[src/rtl/instr_fetch_pkg.sv]
// Shared types for the instruction fetch stage: FSM states, fetch-queue entry, sizes.
package instr_fetch_pkg;

    localparam int unsigned XLEN        = 32;
    localparam int unsigned INSTR_BYTES = 4;

    typedef enum logic [1:0] {
        BOOT = 2'd0,
        RUN  = 2'd1,
        WAIT = 2'd2,
        DROP = 2'd3
    } fetch_state_t;

    typedef struct packed {
        logic [XLEN-1:0] pc;
        logic [XLEN-1:0] instr;
        logic            fault;
    } if_entry_t;

    function automatic logic [XLEN-1:0] word_align(input logic [XLEN-1:0] addr);
        return {addr[XLEN-1:2], 2'b00};
    endfunction

endpackage

[src/rtl/instr_fetch_if.sv]
// Fetch-stage bundle: PC register hookup, instruction memory handshake, decode queue head.
interface instr_fetch_if;
    import instr_fetch_pkg::*;

    logic [XLEN-1:0] PC_OUT;
    logic            PC_EN;
    logic [XLEN-1:0] PC_IN;
    logic            IMEM_REQ;
    logic [XLEN-1:0] IMEM_ADDR;
    logic            IMEM_ACK;
    logic [XLEN-1:0] IMEM_RDATA;
    logic            REDIRECT;
    logic [XLEN-1:0] REDIRECT_PC;
    logic            IF_VALID;
    logic            IF_READY;
    logic [XLEN-1:0] IF_PC;
    logic [XLEN-1:0] IF_INSTR;
    logic            IF_FAULT;

    modport master (
        input  PC_OUT, IMEM_ACK, IMEM_RDATA, REDIRECT, REDIRECT_PC, IF_READY,
        output PC_EN, PC_IN, IMEM_REQ, IMEM_ADDR, IF_VALID, IF_PC, IF_INSTR, IF_FAULT
    );

    modport slave (
        output PC_OUT, IMEM_ACK, IMEM_RDATA, REDIRECT, REDIRECT_PC, IF_READY,
        input  PC_EN, PC_IN, IMEM_REQ, IMEM_ADDR, IF_VALID, IF_PC, IF_INSTR, IF_FAULT
    );

endinterface

[src/rtl/fetch_queue.sv]
// Small power-of-two FIFO of fetched {pc, instr, fault} entries with synchronous flush.
module fetch_queue
    import instr_fetch_pkg::*;
#(
    parameter int unsigned DEPTH = 2
) (
    input  logic                   clk_i,
    input  logic                   rst_i,
    input  logic                   flush_i,
    input  logic                   push_i,
    input  if_entry_t              entry_i,
    input  logic                   pop_i,
    output logic                   valid_o,
    output if_entry_t              head_o,
    output logic [$clog2(DEPTH):0] count_o
);

    localparam int unsigned PTR_W = $clog2(DEPTH);
    localparam int unsigned CNT_W = PTR_W + 1;

    if_entry_t        mem_q [DEPTH];
    logic [PTR_W-1:0] rd_ptr_q, rd_ptr_d;
    logic [PTR_W-1:0] wr_ptr_q, wr_ptr_d;
    logic [CNT_W-1:0] count_q, count_d;
    logic             do_push_c, do_pop_c;

    // A full queue still accepts a push when the head leaves in the same cycle.
    always_comb begin
        do_pop_c  = pop_i && (count_q != '0);
        do_push_c = push_i && ((count_q != CNT_W'(DEPTH)) || do_pop_c);
        rd_ptr_d  = rd_ptr_q;
        wr_ptr_d  = wr_ptr_q;
        count_d   = count_q;
        if (flush_i) begin
            rd_ptr_d = '0;
            wr_ptr_d = '0;
            count_d  = '0;
        end else begin
            if (do_pop_c)  rd_ptr_d = rd_ptr_q + PTR_W'(1);
            if (do_push_c) wr_ptr_d = wr_ptr_q + PTR_W'(1);
            count_d = count_q + CNT_W'(do_push_c) - CNT_W'(do_pop_c);
        end
    end

    always_ff @(posedge clk_i) begin
        if (rst_i) begin
            rd_ptr_q <= '0;
            wr_ptr_q <= '0;
            count_q  <= '0;
            for (int i = 0; i < int'(DEPTH); i++) begin
                mem_q[i] <= '0;
            end
        end else begin
            rd_ptr_q <= rd_ptr_d;
            wr_ptr_q <= wr_ptr_d;
            count_q  <= count_d;
            if (do_push_c && !flush_i) begin
                mem_q[wr_ptr_q] <= entry_i;
            end
        end
    end

    assign valid_o = (count_q != '0);
    assign head_o  = mem_q[rd_ptr_q];
    assign count_o = count_q;

endmodule

[src/rtl/instr_fetch.sv]
// Instruction fetch stage: next-PC selection, imem req/ack sequencing, decode-side queue.
// Optional feature macro: IF_MISALIGN_TRAP_EN (misaligned PC queues a fault instead of fetching).
module instr_fetch
    import instr_fetch_pkg::*;
#(
    parameter logic [XLEN-1:0] RESET_VEC   = 32'h0000_0000,
    parameter int unsigned     QUEUE_DEPTH = 2
) (
    input  logic          CLK,
    input  logic          RST,
    instr_fetch_if.master ifb
);

    localparam int unsigned CNT_W = $clog2(QUEUE_DEPTH) + 1;

    fetch_state_t    state_q, state_d;
    logic [XLEN-1:0] drop_addr_q, drop_addr_d;
    logic [XLEN-1:0] seq_pc_c, fetch_addr_c;
    logic [CNT_W-1:0] q_count;
    logic            q_valid;
    if_entry_t       q_head, push_entry_c;
    logic            push_c, pop_c, flush_c;
    logic            credit_c, aligned_c, req_c;
`ifdef IF_MISALIGN_TRAP_EN
    logic            trap_q, trap_d;
    logic            fault_push_c;
`endif

    assign seq_pc_c = ifb.PC_OUT + XLEN'(INSTR_BYTES);
    assign credit_c = (q_count < CNT_W'(QUEUE_DEPTH));
    assign pop_c    = q_valid && ifb.IF_READY;

`ifdef IF_MISALIGN_TRAP_EN
    assign aligned_c    = (ifb.PC_OUT[1:0] == 2'b00);
    assign fetch_addr_c = ifb.PC_OUT;
    // One fault entry per misaligned target; trap_q holds the stage until a redirect.
    assign fault_push_c = (state_q == RUN) && !aligned_c && credit_c && !trap_q;
`else
    assign aligned_c    = 1'b1;
    assign fetch_addr_c = word_align(ifb.PC_OUT);
`endif

    // A new request leaves from RUN only with a free queue slot; WAIT keeps it asserted.
    always_comb begin
        req_c = 1'b0;
        unique case (state_q)
            RUN:     req_c = credit_c && aligned_c;
            WAIT:    req_c = 1'b1;
            default: req_c = 1'b0;
        endcase
    end

    always_ff @(posedge CLK) begin
        if (RST) begin
            state_q     <= BOOT;
            drop_addr_q <= '0;
`ifdef IF_MISALIGN_TRAP_EN
            trap_q      <= 1'b0;
`endif
        end else begin
            state_q     <= state_d;
            drop_addr_q <= drop_addr_d;
`ifdef IF_MISALIGN_TRAP_EN
            trap_q      <= trap_d;
`endif
        end
    end

    // Next state: a redirect with a request still unanswered must drain it in DROP.
    always_comb begin
        state_d     = state_q;
        drop_addr_d = drop_addr_q;
        unique case (state_q)
            BOOT: state_d = RUN;
            RUN, WAIT: begin
                if (ifb.REDIRECT) begin
                    if (req_c && !ifb.IMEM_ACK) begin
                        state_d     = DROP;
                        drop_addr_d = fetch_addr_c;
                    end else begin
                        state_d = RUN;
                    end
                end else if (req_c) begin
                    state_d = ifb.IMEM_ACK ? RUN : WAIT;
                end
            end
            DROP: begin
                if (ifb.IMEM_ACK) state_d = RUN;
            end
            default: state_d = BOOT;
        endcase
    end

`ifdef IF_MISALIGN_TRAP_EN
    always_comb begin
        trap_d = trap_q;
        if (state_q != BOOT && ifb.REDIRECT) begin
            trap_d = 1'b0;
        end else if (fault_push_c) begin
            trap_d = 1'b1;
        end
    end
`endif

    // Outputs: PC write, memory request and queue control; all quiet while in reset.
    always_comb begin
        ifb.PC_EN          = 1'b0;
        ifb.PC_IN          = '0;
        ifb.IMEM_REQ       = 1'b0;
        ifb.IMEM_ADDR      = '0;
        push_c             = 1'b0;
        flush_c            = 1'b0;
        push_entry_c.pc    = ifb.PC_OUT;
        push_entry_c.instr = ifb.IMEM_RDATA;
        push_entry_c.fault = 1'b0;
        if (!RST) begin
            unique case (state_q)
                BOOT: begin
                    ifb.PC_EN = 1'b1;
                    ifb.PC_IN = RESET_VEC;
                end
                RUN, WAIT: begin
                    ifb.IMEM_REQ = req_c;
                    if (req_c) ifb.IMEM_ADDR = fetch_addr_c;
                    if (ifb.REDIRECT) begin
                        ifb.PC_EN = 1'b1;
                        ifb.PC_IN = ifb.REDIRECT_PC;
                        flush_c   = 1'b1;
                    end else if (req_c && ifb.IMEM_ACK) begin
                        push_c    = 1'b1;
                        ifb.PC_EN = 1'b1;
                        ifb.PC_IN = seq_pc_c;
                    end
`ifdef IF_MISALIGN_TRAP_EN
                    else if (fault_push_c) begin
                        push_c             = 1'b1;
                        push_entry_c.instr = '0;
                        push_entry_c.fault = 1'b1;
                    end
`endif
                end
                DROP: begin
                    ifb.IMEM_REQ  = 1'b1;
                    ifb.IMEM_ADDR = drop_addr_q;
                    if (ifb.REDIRECT) begin
                        ifb.PC_EN = 1'b1;
                        ifb.PC_IN = ifb.REDIRECT_PC;
                        flush_c   = 1'b1;
                    end
                end
                default: ;
            endcase
        end
    end

    fetch_queue #(
        .DEPTH (QUEUE_DEPTH)
    ) u_queue (
        .clk_i   (CLK),
        .rst_i   (RST),
        .flush_i (flush_c),
        .push_i  (push_c),
        .entry_i (push_entry_c),
        .pop_i   (pop_c),
        .valid_o (q_valid),
        .head_o  (q_head),
        .count_o (q_count)
    );

    assign ifb.IF_VALID = q_valid;
    assign ifb.IF_PC    = q_head.pc;
    assign ifb.IF_INSTR = q_head.instr;
    assign ifb.IF_FAULT = q_head.fault;

endmodule

[src/flat_wrapper.sv]
// flat-port wrapper written by rule: the top's interface ports become plain ports
module instr_fetch_flat import instr_fetch_pkg::*;
#(
    parameter logic [XLEN-1:0] RESET_VEC   = 32'h0000_0000,
    parameter int unsigned     QUEUE_DEPTH = 2
)
  (CLK, RST, ifb_PC_OUT, ifb_IMEM_ACK, ifb_IMEM_RDATA, ifb_REDIRECT, ifb_REDIRECT_PC, ifb_IF_READY, ifb_PC_EN, ifb_PC_IN, ifb_IMEM_REQ, ifb_IMEM_ADDR, ifb_IF_VALID, ifb_IF_PC, ifb_IF_INSTR, ifb_IF_FAULT);
  instr_fetch_if ifb_i ();
  input  logic CLK;
  input  logic RST;
  input wire logic [$bits(ifb_i.PC_OUT)-1:0] ifb_PC_OUT;
  input wire logic [$bits(ifb_i.IMEM_ACK)-1:0] ifb_IMEM_ACK;
  input wire logic [$bits(ifb_i.IMEM_RDATA)-1:0] ifb_IMEM_RDATA;
  input wire logic [$bits(ifb_i.REDIRECT)-1:0] ifb_REDIRECT;
  input wire logic [$bits(ifb_i.REDIRECT_PC)-1:0] ifb_REDIRECT_PC;
  input wire logic [$bits(ifb_i.IF_READY)-1:0] ifb_IF_READY;
  output wire logic [$bits(ifb_i.PC_EN)-1:0] ifb_PC_EN;
  output wire logic [$bits(ifb_i.PC_IN)-1:0] ifb_PC_IN;
  output wire logic [$bits(ifb_i.IMEM_REQ)-1:0] ifb_IMEM_REQ;
  output wire logic [$bits(ifb_i.IMEM_ADDR)-1:0] ifb_IMEM_ADDR;
  output wire logic [$bits(ifb_i.IF_VALID)-1:0] ifb_IF_VALID;
  output wire logic [$bits(ifb_i.IF_PC)-1:0] ifb_IF_PC;
  output wire logic [$bits(ifb_i.IF_INSTR)-1:0] ifb_IF_INSTR;
  output wire logic [$bits(ifb_i.IF_FAULT)-1:0] ifb_IF_FAULT;
  assign ifb_i.PC_OUT = ifb_PC_OUT;
  assign ifb_i.IMEM_ACK = ifb_IMEM_ACK;
  assign ifb_i.IMEM_RDATA = ifb_IMEM_RDATA;
  assign ifb_i.REDIRECT = ifb_REDIRECT;
  assign ifb_i.REDIRECT_PC = ifb_REDIRECT_PC;
  assign ifb_i.IF_READY = ifb_IF_READY;
  assign ifb_PC_EN = ifb_i.PC_EN;
  assign ifb_PC_IN = ifb_i.PC_IN;
  assign ifb_IMEM_REQ = ifb_i.IMEM_REQ;
  assign ifb_IMEM_ADDR = ifb_i.IMEM_ADDR;
  assign ifb_IF_VALID = ifb_i.IF_VALID;
  assign ifb_IF_PC = ifb_i.IF_PC;
  assign ifb_IF_INSTR = ifb_i.IF_INSTR;
  assign ifb_IF_FAULT = ifb_i.IF_FAULT;
  instr_fetch #(.RESET_VEC(RESET_VEC), .QUEUE_DEPTH(QUEUE_DEPTH)) u_core (.CLK(CLK), .RST(RST), .ifb(ifb_i));
endmodule
[config.mk]
export PLATFORM = sky130hd
export DESIGN_NAME = instr_fetch_flat
export DESIGN_NICKNAME = d
export VERILOG_FILES = /design/src/rtl/instr_fetch_pkg.sv /design/src/rtl/instr_fetch_if.sv /design/src/rtl/fetch_queue.sv /design/src/rtl/instr_fetch.sv /design/src/flat_wrapper.sv
export SDC_FILE = /design/constraint.sdc
export NUM_CORES = 1
export LEC_CHECK = 0
export CAP_MARGIN = 10
export CELL_PAD_IN_SITES_DETAIL_PLACEMENT = 0
export CELL_PAD_IN_SITES_GLOBAL_PLACEMENT = 2
export CORE_MARGIN = 3
export CORE_UTILIZATION = 34
export CTS_BUF_LIST = sky130_fd_sc_hd__clkbuf_8
export CTS_CLUSTER_SIZE = 28
export DETAILED_ROUTE_END_ITERATION = 7
export PLACE_DENSITY_LB_ADDON = 0.1
export REMOVE_ABC_BUFFERS = 1
export SLEW_MARGIN = 15
export SYNTH_ARGS = -nofsm -noshare
export SYNTH_HDL_FRONTEND = slang
export SYNTH_HIERARCHICAL = 1
export SYNTH_SLANG_ARGS = --single-unit
[constraint.sdc]
create_clock -name CLK -period 5.35 [get_ports CLK]
set_input_delay 1.3375 -clock CLK [delete_from_list [all_inputs] [get_ports CLK]]
set_output_delay 1.3375 -clock CLK [all_outputs]
set_load 0.02 [all_outputs]
# --- After elaboration in Yosys (flattened, before gate mapping) ---
# Memory sizes are Yosys's and may differ from the RTL's. A register that Yosys moved wholly into a read port is not among the register bits.
# Cells that the tools add are included.
word_totals:
  reg_bits: 36
  rom_bits: 0
  latch_bits: 0
  mem_bits_rw: 128
  out_inout_bits: 132
  wordCells: 72
  mem_count: 1
classes:
  div_mod_pow: 0
  muxes: 37
  n_eq_ne: 6
  addsub: 5
  bitwise: 0
  n_mul: 0
  shift: 0
  n_lt_le_gt_ge: 1
  n_reduce_logical: 17
mem_list:
  columns: ["name", "words", "word_bits", "rd", "rd_ports_with_merged_regs", "write_ports", "line_no", "rtl"]
  rows:
  - ["u_core.u_queue.mem_q", 2, 64, 1, 1, 2, "fetch_queue.sv:21", "if_entry_t mem_q [DEPTH];"]
op_table:
  columns: ["op", "count"]
  rows:
  - ["2-to-1 mux 32 bit", 6]
  - ["one-hot mux 32 bit (3 select lines)", 1]
  - ["2-to-1 mux 64 bit", 1]
  - ["one-hot mux 32 bit (2 select lines)", 1]
  - ["OR reduction 64 bit", 1]
  - ["adder 32 x 3 -> 32 bit, second input constant", 1]
  - ["2-to-1 mux 1 bit", 19]
  - ["2-to-1 mux 2 bit", 5]
  - ["logical AND 1 bit", 6]
  - ["one-hot mux 2 bit (3 select lines)", 1]
  - ["equality test 2 bit, second input constant", 2]
  - ["!= test 2 bit, second input constant", 2]
  - ["one-hot mux 1 bit (2 select lines)", 2]
  - ["OR reduction 2 bit", 2]
  - ["!= test 3 x 2 -> 1 bit, second input constant", 1]
  - ["one-hot mux 1 bit (3 select lines)", 1]
  - ["AND reduction 3 bit", 1]
  - ["OR reduction 3 bit", 1]
  - ["adder 1 bit, second input constant", 2]
  - ["adder 2 x 1 -> 2 bit", 1]
  - ["equality test 2 x 1 -> 1 bit, second input constant", 1]
  - ["zero test 1 bit", 2]
  - ["zero test 2 bit", 1]
  - ["< comparator 2 bit, second input constant", 1]
  - ["other kinds (4)", 4]

# --- Depth between registers and ports, before layout ---
# Gate-level depths: netlist (run 1).
depth:
  word_depth: 14
  mapped_depth: 14
  ltp_nobuf: 12

# --- Hierarchy ---
# Netlist (run 1), hierarchy kept.
by_module_without_submodules:
  columns: ["mod", "seq_area_each_um2", "cells_each", "instances", "area_per_inst_um2"]
  rows:
  - ["fetch_queue", 4003.8, 372, 1, 5916.9]
  - ["instr_fetch", 640.6, 388, 1, 2788.9]

# --- Worst setup path before layout (run 1) ---
# Ideal clock, no wire load.
synth_path:
  path_type: "input -> output"
  start: "in ifb_PC_OUT[2]"
  end: "out ifb_PC_IN[26]"
  path_buffers: 1
  cell_stages: 6
  setup_slack_ns: 0.982
  arrival_ns: 3.030
  cell_sequence: "ha_1 nand3_4 or4_4 buf_6 or4_1 nand3_1"
synth_via:
  elab_chain_len: 5
synth_lines:
  columns: ["item", "line_no", "rtl"]
  rows:
  - ["start, declared", "flat_wrapper.sv:11", "input wire logic [$bits(ifb_i.PC_OUT)-1:0] ifb_PC_OUT;"]
  - ["adder 32 x 3 -> 32 bit", "instr_fetch.sv:29", "assign seq_pc_c = ifb.PC_OUT + XLEN'(INSTR_BYTES);"]
  - ["2-to-1 mux 32 bit", "instr_fetch.sv:129", "end else if (req_c && ifb.IMEM_ACK) begin"]
  - ["2-to-1 mux 32 bit", "instr_fetch.sv:125", "if (ifb.REDIRECT) begin"]
  - ["one-hot mux 32 bit (3 select lines)", "instr_fetch.sv:117", "unique case (state_q)"]
  - ["2-to-1 mux 32 bit", "instr_fetch.sv:116", "if (!RST) begin"]
  - ["end, declared", "flat_wrapper.sv:18", "output wire logic [$bits(ifb_i.PC_IN)-1:0] ifb_PC_IN;"]
# No other way between the ends.

# --- Worst setup path in the final report (run 1) ---
layout_path:
  start: "in ifb_PC_OUT[13]"
  end: "out ifb_PC_IN[31]"
# The elaborated chain is that of the path after synthesis.

==> summary.txt, run 1 <==
Status: finished, final reports clean
PortBufs: 230
Total grt overflow: 0
Die height: 166 um
Final Setup Violations: 0
DRT Pass-1 Iters: 5
Most frequent cells in the layout: clkdlybuf4s50_1, edfxtp_1, and2_1
CTS Hold Bufs: 0
Clock buffer depth: 2
Number of synthesized flops with an enable pin: 130
GRT Total Usage: 18.4%
Shortest period the worst path allows: 5.28 ns
Ant diodes: 0
Core area: 0.0247 sq mm
Multiplexer share of the synthesized area: 11.9%
Reg-to-reg startpoint: u_core/state_q[1]
R2R cell count: 9
CTS tree: built
Max rail drop VDD: 0.000115 V
Largest family of logic cells by synthesized area: simple AND/OR/NAND/NOR gates
Total CTS buffers: 17
Clock Skews: 0.0147 ns
Hold Path Origin: u_core/drop_addr_q[9]
Leak: 4.66 nW
Initial drt markers: 460
Setup slack, reg-to-reg: 2.09 ns
RSZ-0062 raised after global routing: no
Biggest area consumer among synthesized cells: edfxtp_1
First-pass GRT wire length: 40200 um
Pwr per Cell Area: 245 mW/mm^2
DR DRC count: 0
Hold WC Path Type: reg2reg
TNS Setup: 0 ns
Internal power: 2.05 mW
Element type at the critical path end: output pin
Most common cell after layout, fill and taps aside: clkdlybuf4s50_1
Register area share after synthesis: 53.3%
Final core utilization: 48.2%
FP Rows: 57
Starting Density: 35.2%
Die W: 166 um
DR vias: 6740
Final clock period utilization by the worst path: 98.6%
CTS Root Cell: clkbuf_8
Area share of xor/xnor cells in the synthesized design: 1.31%
Final wirelength: 25800 um
Setup CP Type: in2out
Sw Ratio: 29.7%
Layout cells sized above 1: 18.8%
Worst setup SP type: input pin
Worst-margin pin slew: 1.07 ns
GPL Wtd Cong: 0.771
Fin. max-slew vios: 0
Postcts setup bufs: 0
I/O pins: 233
Routed Antenna Nets: 0
Final count of hold timing violations: 0
Synth Area in Compound Gates: 6.70%
Pin count of the biggest net entering global routing: 67
Num Clock Sinks: 167
Synth Cell Area: 0.00871 sq mm
CTS H-Tree Depth: 4
Hold Path Sink: u_core/drop_addr_q[9]
Switching pwr: 0.868 mW
Sequential fraction of design power: 50.1%
Combinational power share: 19.5%
Gate count of the mapped netlist: 760
Largest cells by area after synthesis: edfxtp_1, dfxtp_1, mux2_2, and2_1, mux2i_1
Clock Power Share: 30.5%
Initial antenna violation count: 0
Req. time, crit path: 4.01 ns
Area growth syn-to-layout: 37.1%
Max Cap Violations: 0
Slew HR: 28.7%
Hold Path Cell Cnt: 2
Synth Flop Type: edfxtp_1
WL per Instance: 19.2 um
Synthesized area per cell: 11.5 sq um
Ys async rst share: 0%
Yosys top cell area share: 44.8%
CP max FO: 12
Clk slew on worst S/H paths: 0.10 ns
Via/cell ratio: 5.01
Filler cell count in the final layout: 2289
R2R Path End: u_core/u_queue/mem_q[1][1]
Worst Hold Slack: 0.508 ns
Distinct cell type count after synthesis: 55
CP arrival: 3.94 ns
HPWL after detailed placement: 17300 um
DIE AREA: 0.0276 sq mm
Final WS setup: 0.0723 ns
Nets: 1116
F_max: 189 MHz
Simple-Gate Fraction of Synth Area: 21.4%
Vias in the first global route: 7024
Yosys warning total: 6
Synthesized flop and latch total: 167
Worst slack, placed: -0.0936 ns
Clock latency on the worst-skew pair: 0.45 ns
Synth Area in Adders: 1.01%
-- sequential cells by signal, summed over array words and instances, names as in the netlist, named ones only --
signal,count
u_core/drop_addr_q,30
u_core/u_queue/rd_ptr_q,1
u_core/state_q,2
u_core/u_queue/wr_ptr_q,1
u_core/u_queue/mem_q,130
u_core/u_queue/count_o,2
-- final cells by class --
class                           count  area, sq um  area share (%)
Clock buffer                       17          234            1.96
Clock inverter                     15          156            1.31
Inverter                           11         41.3           0.346
Multi-Input combinational cell    528         3740            31.3
Sequential cell                   167         4650            39.0
Tap cell                          324          405            3.40
Timing Repair Buffer              283         2710            22.7
-- logic make-up after synthesis --
kind of cell,Yosys count
multiplexers,95
XOR/XNOR,13
flip-flops,167
buffers and inverters,68
AND/OR/NAND/NOR,327
AO/OA/AOI/OAI,82
other,1
adder cells (fa/ha/maj),7
-- worst max-delay path by stage --
stage | start | to
final | ifb_PC_OUT[13] | ifb_PC_IN[31]
after global routing | ifb_PC_OUT[16] | ifb_PC_IN[31]
after CTS | ifb_PC_OUT[16] | ifb_PC_IN[23]
after detailed placement | ifb_PC_OUT[3] | ifb_PC_IN[30]
after global placement | ifb_PC_OUT[2] | ifb_PC_IN[30]
after floorplan | RST | ifb_PC_IN[30]
-- cells in the mapped netlist, types with 12 or more instances --
cell type / n
a22oi_1: 37
and2_1: 110
and2_4: 24
buf_6: 12
clkbuf_1: 33
dfxtp_1: 37
edfxtp_1: 130
mux2_2: 65
mux2i_1: 30
nand2_1: 34
nand3_1: 23
nor2_1: 75
o211ai_1: 13
or4_1: 15
xnor2_1: 12
-- repair_timing --
action / in CTS / in global routing
setup endpoints to repair: 6 / 5
endpoints found under the hold margin: 0 / 0
gates resized for setup: 6 / 5
pin swaps: 1 / 0
-- per-stage QoR --
stage / instance area [sq um] / total power [mW] / cells
after floorplan: 8380 / 1.74 / 706
after global placement: 11500 / 2.05 / 1313
after detailed placement: 11500 / 2.06 / 1313
after CTS: 11900 / 2.95 / 1345
after global routing: 11900 / 3.04 / 1345
final: 11900 / 2.92 / 1345
-- worst max-delay path, stage by stage --
cell             delay [ns]
clkdlybuf4s50_1        0.50
nand4_1                0.14
buf_4                  0.18
or4_4                  0.58
or4_1                  0.49
nand3_1                0.10
clkdlybuf4s50_1        0.60
-- power by group through the flow --
stage	clock, mW	sequential (mW)	combinational (mW)
after floorplan	0	1.49	0.258
after detailed placement	0	1.49	0.573
after CTS	0.914	1.46	0.574
after global placement	0	1.49	0.567
after global routing	0.966	1.47	0.612
final	0.889	1.46	0.568
-- per-layer routing --
layer | wire length [um] | global-route usage [%]
met5 | 0 | 0
met4 | 344 | 4.59
met3 | 994 | 2.90
met2 | 13000 | 32.2
met1 | 11500 | 23.8
Note: power is estimated with default switching activity, not from simulation.
==> inputs of run 2 (changes only) <==
--- a/config.mk
+++ b/config.mk
@@ -8,7 +8,6 @@
 export CAP_MARGIN = 10
 export CELL_PAD_IN_SITES_DETAIL_PLACEMENT = 0
 export CELL_PAD_IN_SITES_GLOBAL_PLACEMENT = 2
-export CORE_MARGIN = 3
 export CORE_UTILIZATION = 34
 export CTS_BUF_LIST = sky130_fd_sc_hd__clkbuf_8
 export CTS_CLUSTER_SIZE = 28
==> run 2 against run 1 <==
Non-clock buffer count is 1 higher; critical path depth is the same; sequential share of layout area is 0.057 points lower; combinational power is essentially flat; worst hold slack improved by 0.0017 ns; via count shrank 0.10%; fmax rose by 0.23%; core utilization shrank 0.76 points; global-route usage is 1.1 points higher; critical path type unchanged.
==> summary.txt, run 2 (synthesis gave the netlist of run 1 again) <==
Clock buffer depth: 2
WL per Instance: 18.9 um
Biggest register: u_core/u_queue/mem_q
Combinational power share: 19.6%
FP Rows: 58
Total grt overflow: 0
Most common cell after layout, fill and taps aside: clkdlybuf4s50_1
Worst Hold Slack: 0.510 ns
CTS Hold Bufs: 0
Max FFs per register: 130
Internal power: 2.05 mW
Max Cap Violations: 0
CP max FO: 11
Pwr per Cell Area: 244 mW/mm^2
Num Clock Sinks: 167
Die height: 162 um
DRT Pass-1 Iters: 5
Total CTS buffers: 17
WP buf/inv: 3
Shortest period the worst path allows: 5.27 ns
Leak: 4.68 nW
Setup slack, reg-to-reg: 2.26 ns
First-pass GRT wire length: 38800 um
DR vias: 6733
Final Setup Violations: 0
Status: finished, final reports clean
CP max stage delay: 0.61 ns
CTS H-Tree Depth: 4
Initial drt markers: 394
GRT Total Usage: 19.4%
HPWL after detailed placement: 17000 um
Initial antenna violation count: 0
Die W: 162 um
Total power: 2.92 mW
Final clock period utilization by the worst path: 98.4%
CP top delay family: buffers and inverters
Starting Density: 34.6%
CP arrival: 3.93 ns
I/O pins: 233
Postcts setup bufs: 0
Clock Skews: 0.0103 ns
Final std cells w/o fill: 1352
Nets: 1117
Largest registers: u_core/u_queue/mem_q: 130 flops, u_core/drop_addr_q: 30 flops
Ant diodes: 0
Sw Ratio: 29.7%
DIE AREA: 0.0262 sq mm
Req. time, crit path: 4.01 ns
Worst-margin pin slew: 1.03 ns
Final wirelength: 25500 um
Worst path slowest cell: clkdlybuf4s50_1
DR DRC count: 0
PortBufs: 230
Switching pwr: 0.867 mW
Hold WC Path Type: reg2reg
Crit-path most repeated cell: clkdlybuf4s50_1
Clk slew on worst S/H paths: 0.10 ns
Routed Antenna Nets: 0
Via/cell ratio: 4.98
Vias in the first global route: 6843
CTS Root Cell: clkbuf_8
Placed insts: 1320
CTS tree: built
Area growth syn-to-layout: 37.3%
Final core utilization: 47.5%
Slew HR: 31.5%
Fin. max-slew vios: 0
Clock Power Share: 30.4%
Worst setup SP type: input pin
Clock latency on the worst-skew pair: 0.45 ns
Sequential fraction of design power: 50.0%
Element type at the critical path end: output pin
GPL Wtd Cong: 0.763
Layout cells sized above 1: 18.9%
Core area: 0.0252 sq mm
Most frequent cells in the layout: clkdlybuf4s50_1, edfxtp_1, and2_1
F_max: 190 MHz
RSZ-0062 raised after global routing: no
Max rail drop VDD: 0.000118 V
Pin count of the biggest net entering global routing: 67
Final count of hold timing violations: 0
Setup CP Type: in2out
Critical path cell sequence: clkdlybuf4s50_1 -> nand4_1 -> buf_4 -> or4_4 -> or4_1 -> nand3_1 -> clkdlybuf4s50_1
[run 2: changes by cell type in the layout (fill, tap and decap cells not counted)]
cell / before / now
clkinv_1: 1 / 0
dlymetal6s2s_1: 5 / 6
clkdlybuf4s50_1: 217 / 216
inv_1: 11 / 12
buf_4: 53 / 54
[run 2: power groups by stage]
stage	sequential [mW]	clock, mW	combinational, mW
finish	1.46	0.887	0.571
floorplan	1.49	0	0.258
CTS	1.46	0.915	0.578
global route	1.47	0.962	0.614
detailed placement	1.49	0	0.576
global placement	1.49	0	0.573
[run 2: per-stage QoR]
| stage | setup TNS, ns | setup WS [ns] | cell area [sq um] |
|---|---|---|---|
| final | 0 | 0.0846 | 11900 |
| after detailed placement | -0.399 | -0.142 | 11600 |
| after floorplan | 0 | 0.261 | 8380 |
| after global routing | 0 | 0.0311 | 11900 |
| after global placement | -0.323 | -0.131 | 11600 |
| after CTS | 0 | 0.0132 | 11900 |
[run 2: timing repair]
item                                    CTS  global route
gates resized for setup                   6             6
cloned                                    0             0
endpoints found under the setup margin    6             6
pin swaps                                 1             0
[run 2: area by class of cell]
class / instances / area [sq um]
Clock inverter: 15 / 156
Multi-Input combinational cell: 528 / 3740
Sequential cell: 167 / 4650
Fill cell: 2340 / 13200
Clock buffer: 17 / 234
Inverter: 11 / 41.3
Timing Repair Buffer: 284 / 2720
Tap cell: 330 / 413
[run 2: final timing paths]
kind                                              from                          end  depth (start not counted)
worst max-delay path                    ifb_PC_OUT[15]                ifb_PC_IN[21]                          7
worst min-delay path            u_core/drop_addr_q[25]       u_core/drop_addr_q[25]                          2
worst max register to register       u_core/state_q[1]  u_core/u_queue/mem_q[0][40]                          9
worst min register to register  u_core/drop_addr_q[25]       u_core/drop_addr_q[25]                          2
[run 2: layer usage]
metal | vias to the layer above | GRT usage (%) | share of wire, %
met3 | 19 | 2.53 | 3.7
met1 | 3312 | 25.6 | 45
met5 | - | 0 | 0
met2 | 170 | 33.4 | 50
li1 | 3232 | - | -
met4 | 0 | 5.27 | 1.1
[run 2: worst reg2reg max path, cell delays in order (launching register included)]
cell	delay [ns]
dfxtp_1	0.40
inv_1	0.08
ha_1	0.43
nand3b_1	0.19
a21oi_1	0.16
buf_4	0.21
nor2b_1	0.22
and4b_4	0.26
or2_4	0.50
buf_12	0.33
